<file path="config.mk">
export PLATFORM = sky130hd
export DESIGN_NAME = pipeline_ctrl_flat
export DESIGN_NICKNAME = d
export VERILOG_FILES = /design/src/rtl/pipeline_ctrl_if.sv /design/src/rtl/pipeline_ctrl.sv /design/src/flat_wrapper.sv
export SDC_FILE = /design/constraint.sdc
export NUM_CORES = 1
export LEC_CHECK = 0
export CORE_ASPECT_RATIO = 0.75
export CORE_MARGIN = 2
export CORE_UTILIZATION = 45
export DETAILED_ROUTE_END_ITERATION = 7
export PLACE_DENSITY_LB_ADDON = 0.08
export SETUP_SLACK_MARGIN = 0.05
export SKIP_CTS_REPAIR_TIMING = 1
export SLEW_MARGIN = 5
export SYNTH_ARGS = -nofsm -noshare
export SYNTH_HDL_FRONTEND = slang
export SYNTH_SLANG_ARGS = --single-unit
</file>
<file path="constraint.sdc">
create_clock -name clk -period 3 [get_ports clk]
set_input_delay 0.6 -clock clk [delete_from_list [all_inputs] [get_ports clk]]
set_output_delay 0.6 -clock clk [all_outputs]
set_load 0.1 [all_outputs]
</file>
<file path="src/rtl/pipeline_ctrl_if.sv">
// -----------------------------------------------------------------------------
// pipeline_ctrl_if
// Bundles the stall-request, exception and pipeline-control signals exchanged
// between the pipeline stages and the pipeline controller.
//   stallreq_from_id/ex/mem : per-stage stall requests (level-sensitive)
//   except_i                : one-cycle exception strobe from MEM
//   except_vector_i         : handler address, qualified by except_i
//   stall[5:0]              : per-stage hold (bit0 PC ... bit5 WB), 1 = hold
//   flush                   : clear all pipeline registers this cycle
//   new_pc                  : PC load value while flush = 1
//   stall_cycles            : saturating count of cycles with stall[0] = 1
//   stall_timeout           : sticky watchdog flag
// The master modport is the pipeline side; the slave modport is the controller.
// -----------------------------------------------------------------------------
interface pipeline_ctrl_if;
   logic        stallreq_from_id;
   logic        stallreq_from_ex;
   logic        stallreq_from_mem;
   logic        except_i;
   logic [31:0] except_vector_i;
   logic [5:0]  stall;
   logic        flush;
   logic [31:0] new_pc;
   logic [31:0] stall_cycles;
   logic        stall_timeout;

   modport master (
      output stallreq_from_id, stallreq_from_ex, stallreq_from_mem,
      output except_i, except_vector_i,
      input  stall, flush, new_pc, stall_cycles, stall_timeout
   );

   modport slave (
      input  stallreq_from_id, stallreq_from_ex, stallreq_from_mem,
      input  except_i, except_vector_i,
      output stall, flush, new_pc, stall_cycles, stall_timeout
   );
endinterface

</file>
<file path="src/rtl/pipeline_ctrl.sv">
// -----------------------------------------------------------------------------
// pipeline_ctrl
// Central hazard/exception controller for a six-stage in-order pipeline.
// Resolves stall requests into per-stage hold bits, freezes the pipe for one
// cycle on an exception and then issues a single-cycle flush with the captured
// handler address. Also keeps a saturating stall-cycle counter and a sticky
// watchdog that trips after TIMEOUT_CYCLES consecutive stalled cycles.
// Ports:
//   clk  : rising-edge clock
//   rst  : synchronous, active-high reset
//   bus  : pipeline_ctrl_if.slave (requests in, stall/flush/new_pc/stats out)
// -----------------------------------------------------------------------------
module pipeline_ctrl #(
   parameter int TIMEOUT_CYCLES = 1024
) (
   input logic              clk,
   input logic              rst,
   pipeline_ctrl_if.slave   bus
);

   typedef enum logic {
      ST_RUN   = 1'b0,
      ST_FLUSH = 1'b1
   } state_e;

   localparam logic [16:0] TIMEOUT_L = 17'(TIMEOUT_CYCLES);

   state_e      state_q, state_d;
   logic [31:0] vector_q, vector_d;
   logic [31:0] stall_cycles_q, stall_cycles_d;
   logic [15:0] run_cnt_q, run_cnt_d;
   logic        stall_timeout_q, stall_timeout_d;
   logic [16:0] run_inc;

   logic [5:0]  stall_c;
   logic        flush_c;
   logic [31:0] new_pc_c;

   // State, captured vector and statistics registers.
   always_ff @(posedge clk) begin
      if (rst) begin
         state_q         <= ST_RUN;
         vector_q        <= 32'h0000_0000;
         stall_cycles_q  <= 32'h0000_0000;
         run_cnt_q       <= 16'h0000;
         stall_timeout_q <= 1'b0;
      end else begin
         state_q         <= state_d;
         vector_q        <= vector_d;
         stall_cycles_q  <= stall_cycles_d;
         run_cnt_q       <= run_cnt_d;
         stall_timeout_q <= stall_timeout_d;
      end
   end

   // Next-state logic: an exception in RUN is accepted and its vector captured;
   // FLUSH always returns to RUN, so exceptions arriving there are dropped.
   always_comb begin
      state_d  = state_q;
      vector_d = vector_q;
      case (state_q)
         ST_RUN: begin
            if (bus.except_i) begin
               state_d  = ST_FLUSH;
               vector_d = bus.except_vector_i;
            end else begin
               state_d  = ST_RUN;
            end
         end
         ST_FLUSH: begin
            state_d = ST_RUN;
         end
         default: begin
            state_d = ST_RUN;
         end
      endcase
   end

   // Output logic: stall follows requests combinationally (exception freezes
   // everything, otherwise the oldest requesting stage wins). Reset masks all.
   always_comb begin
      stall_c  = 6'b000000;
      flush_c  = 1'b0;
      new_pc_c = 32'h0000_0000;
      if (rst) begin
         stall_c  = 6'b000000;
      end else begin
         case (state_q)
            ST_RUN: begin
               if (bus.except_i) begin
                  stall_c = 6'b111111;
               end else if (bus.stallreq_from_mem) begin
                  stall_c = 6'b011111;
               end else if (bus.stallreq_from_ex) begin
                  stall_c = 6'b001111;
               end else if (bus.stallreq_from_id) begin
                  stall_c = 6'b000111;
               end else begin
                  stall_c = 6'b000000;
               end
            end
            ST_FLUSH: begin
               flush_c  = 1'b1;
               new_pc_c = vector_q;
            end
            default: begin
               stall_c = 6'b000000;
            end
         endcase
      end
   end

   // Statistics: total stalled cycles and the watchdog run length. The run
   // counter is widened by one bit so its saturated value never re-matches.
   always_comb begin
      stall_cycles_d  = stall_cycles_q;
      run_cnt_d       = run_cnt_q;
      stall_timeout_d = stall_timeout_q;
      run_inc         = {1'b0, run_cnt_q} + 17'd1;
      if (stall_c[0]) begin
         if (stall_cycles_q != 32'hFFFF_FFFF) begin
            stall_cycles_d = stall_cycles_q + 32'd1;
         end else begin
            stall_cycles_d = stall_cycles_q;
         end
         if (run_cnt_q != 16'hFFFF) begin
            run_cnt_d = run_inc[15:0];
         end else begin
            run_cnt_d = run_cnt_q;
         end
         if (run_inc == TIMEOUT_L) begin
            stall_timeout_d = 1'b1;
         end else begin
            stall_timeout_d = stall_timeout_q;
         end
      end else begin
         run_cnt_d = 16'h0000;
      end
   end

   assign bus.stall         = stall_c;
   assign bus.flush         = flush_c;
   assign bus.new_pc        = new_pc_c;
   assign bus.stall_cycles  = stall_cycles_q;
   assign bus.stall_timeout = stall_timeout_q;

endmodule

</file>
<file path="src/flat_wrapper.sv">
// flat-port wrapper written by rule: the top's interface ports become plain ports
module pipeline_ctrl_flat 
#(
   parameter int TIMEOUT_CYCLES = 1024
)
  (clk, rst, bus_stallreq_from_id, bus_stallreq_from_ex, bus_stallreq_from_mem, bus_except_i, bus_except_vector_i, bus_stall, bus_flush, bus_new_pc, bus_stall_cycles, bus_stall_timeout);
  pipeline_ctrl_if bus_i ();
  input logic clk;
  input logic rst;
  input wire logic [$bits(bus_i.stallreq_from_id)-1:0] bus_stallreq_from_id;
  input wire logic [$bits(bus_i.stallreq_from_ex)-1:0] bus_stallreq_from_ex;
  input wire logic [$bits(bus_i.stallreq_from_mem)-1:0] bus_stallreq_from_mem;
  input wire logic [$bits(bus_i.except_i)-1:0] bus_except_i;
  input wire logic [$bits(bus_i.except_vector_i)-1:0] bus_except_vector_i;
  output wire logic [$bits(bus_i.stall)-1:0] bus_stall;
  output wire logic [$bits(bus_i.flush)-1:0] bus_flush;
  output wire logic [$bits(bus_i.new_pc)-1:0] bus_new_pc;
  output wire logic [$bits(bus_i.stall_cycles)-1:0] bus_stall_cycles;
  output wire logic [$bits(bus_i.stall_timeout)-1:0] bus_stall_timeout;
  assign bus_i.stallreq_from_id = bus_stallreq_from_id;
  assign bus_i.stallreq_from_ex = bus_stallreq_from_ex;
  assign bus_i.stallreq_from_mem = bus_stallreq_from_mem;
  assign bus_i.except_i = bus_except_i;
  assign bus_i.except_vector_i = bus_except_vector_i;
  assign bus_stall = bus_i.stall;
  assign bus_flush = bus_i.flush;
  assign bus_new_pc = bus_i.new_pc;
  assign bus_stall_cycles = bus_i.stall_cycles;
  assign bus_stall_timeout = bus_i.stall_timeout;
  pipeline_ctrl #(.TIMEOUT_CYCLES(TIMEOUT_CYCLES)) u_core (.clk(clk), .rst(rst), .bus(bus_i));
endmodule
</file>
==> out/results.ini <==
[status]
status=complete, no violations

[power_and_ir_drop]
ir_drop_mv=0.2983
leakagePower_uw=0.002066
cellPowerDensity_mw_per_mm2=452.5

[floorplanning]
core_mm2=0.008382
die_y_um=83.96
start_util_pct=45.77
die_width_um=110.6
dieArea_mm2=0.009287
rows=29
io_pins=110

[timing]
fin_tns_setup_ns=0
fmax_mhz=351.5
slew_headroom_pct=46.17
rsz0062_at_grt=no
hold_viol=0
worst_clock_skew_ns=0.004602
worst_pin_slew_ns=0.8061
fin_crit_sh_pct=94.84
report.final.setup_viol=0
slew_viol_final=0
layout_min_cycle_time_ns=2.845

[worst_setup_path]
crit_path_start_kind=input port
required_ns=2.40
ff2ff_path_depth=5
path_max_fanout=6
arrival_ns=2.25
setup.worst_path.class=input port to output port
setup.worst_path.end_class=output port

[worst_hold_path]
hold_depth=2
min_path_type=flop to flop

[synth]
synthArstFlopShare_pct=0
ys_warn_count=0
synthCells=484
syn-num-nets=524
ys_types=42
synth_edf_count=0
syn_area_mm2=0.003836
synthFlopType=dfxtp_1
ys_seq_area_share_pct=42.79
avgSynthCellArea_um2=7.926
ys_seq_elements=82

[drt]
routedWlPerCell_um=13.88
ant_nets=0
drc_errors=0
highest_layer=met4
first_iter_violations=145
drt_first_pass_iters=6
wirelength_um=9701
vias=3729
met1_length_um=4698
vias_per_cell=5.335
dr_wl_met3_um=471
dr_wl_met2_um=4390

[place]
port_buffers=109
post_dp_cell_area_mm2=0.005336
hpwl_um=6890
finalWeightedCongestion=0.7975

[cts]
clock_latency_ns=0.33
cts-root-buf=clkbuf_16
htree_levels=3
cts_buffers=9
clk_path_buf_depth=2
clkTransAtPathRegs_ns=0.05
clock_sinks=82
cts_tree=yes

[global_route]
grt_pass1_wl_um=16190
grtUsageTotal_pct=20.94
grt_pass1_vias=3361
antenna_found_initial=0
grt_max_degree=66
grt.overflow.total=0

[job]
drv_cap=0

[cells_and_area]
syn_to_final_growth_pct=46.90
final_cell_area_mm2=0.005635
drive_above_1_share_pct=18.61
layout.nets=626
diodes=0

per-layer routing:
metal / track usage, % / vias to the layer above
met5: 0 / -
met4: 6.364 / 0
met3: 4.648 / 13
met2: 32.68 / 92
met1: 29.04 / 1733
li1: - / 1891
state kept, by name (all words and copies together) (netlist names):
name and flops:
u_core.bus.stall_cycles 32, u_core.bus.stall_timeout 1, u_core.run_cnt_q 16, u_core.state_q 1, u_core.vector_q 32
report_power, final:
part | leakage (µW) | switching, µW | internal (µW)
clock network | 0.000147 | 404 | 690
logic | 0.00125 | 194 | 122
registers | 0.000669 | 18.7 | 1120
Yosys cell counts (3+ instances only):
master	count	area, µm²
or3_1	16	100.1
dfxtp_1	82	1642
xnor2_1	15	131.4
and4_1	3	26.28
o21ai_0	16	80.08
nand2b_1	3	18.77
and2_1	35	219.0
or2_2	3	18.77
o31ai_1	8	60.06
nor2b_1	3	18.77
inv_1	7	26.28
nand2_1	87	326.6
a211oi_1	3	22.52
nand3_1	19	95.09
xor2_1	3	26.28
and3_1	5	31.28
nor4_1	7	43.79
a21oi_1	61	305.3
nor2_1	24	90.09
or4_1	11	82.58
buf_1	4	15.01
nor3_1	7	35.03
mux2i_1	6	60.06
clkbuf_1	19	71.32
nand4_1	13	81.33
placed cells by master, fill, tap and decap left out, drive strengths merged, types with 8 or more instances in the layout:
cell type and instances:
or4 11, o21ai 16, o31ai 8, clkbuf 14, xnor2 15, and2 35
buf 83, clkdlybuf4s50 36, nand2 87, nand4 13, dfxtp 82, nor2 24
or3 16, a21oi 61, nand3 19
logic make-up after synthesis:
group / count (synthesis) / share of synthesized area, %
simple gates: 239 / 31.64
compound gates: 100 / 14.94
flops: 82 / 42.79
buf+inv: 35 / 3.718
xor+xnor: 18 / 4.110
mux: 8 / 2.153
fa+ha+maj: 2 / 0.6522
worst paths after layout:
| kind | start | endpoint | slack (ns) |
|---|---|---|---|
| max reg2reg | u_core.bus.stall_cycles[12] | u_core.bus.stall_cycles[15] | 0.38 |
| max | bus_stallreq_from_mem | bus_stall[1] | 0.15 |
| min reg2reg | u_core.vector_q[10] | u_core.vector_q[10] | 0.45 |
| min | u_core.vector_q[10] | u_core.vector_q[10] | 0.45 |
metrics by stage:
step	setup WS, ns	cells	hold WS, ns	utilization (%)	total power [µW]
floorplan	0.05319	484	0.4317	-	1351
global placement	0.1439	683	0.4370	63.67	1476
detailed placement	0.1051	683	0.4418	63.67	1480
CTS	0.1053	699	0.4494	67.23	2574
global route	0.06149	699	0.4636	67.23	2649
finish	0.1549	699	0.4495	67.23	2550
layout make-up:
type / instances / area, µm²
Sequential cell: 82 / 1648
Timing Repair Buffer: 119 / 1469
Inverter: 7 / 30.03
Fill cell: 708 / 2746
Multi-Input combinational cell: 367 / 2054
Tap cell: 108 / 135.1
Clock inverter: 2 / 35.03
Clock buffer: 14 / 264.0
worst max-delay path: stages:
cell and delay, ns:
clkdlybuf4s50_1 0.45, nor4_1 0.53, or2_2 0.25, clkinvlp_4 0.19, buf_12 0.22
(Power assumes the default switching activity.)
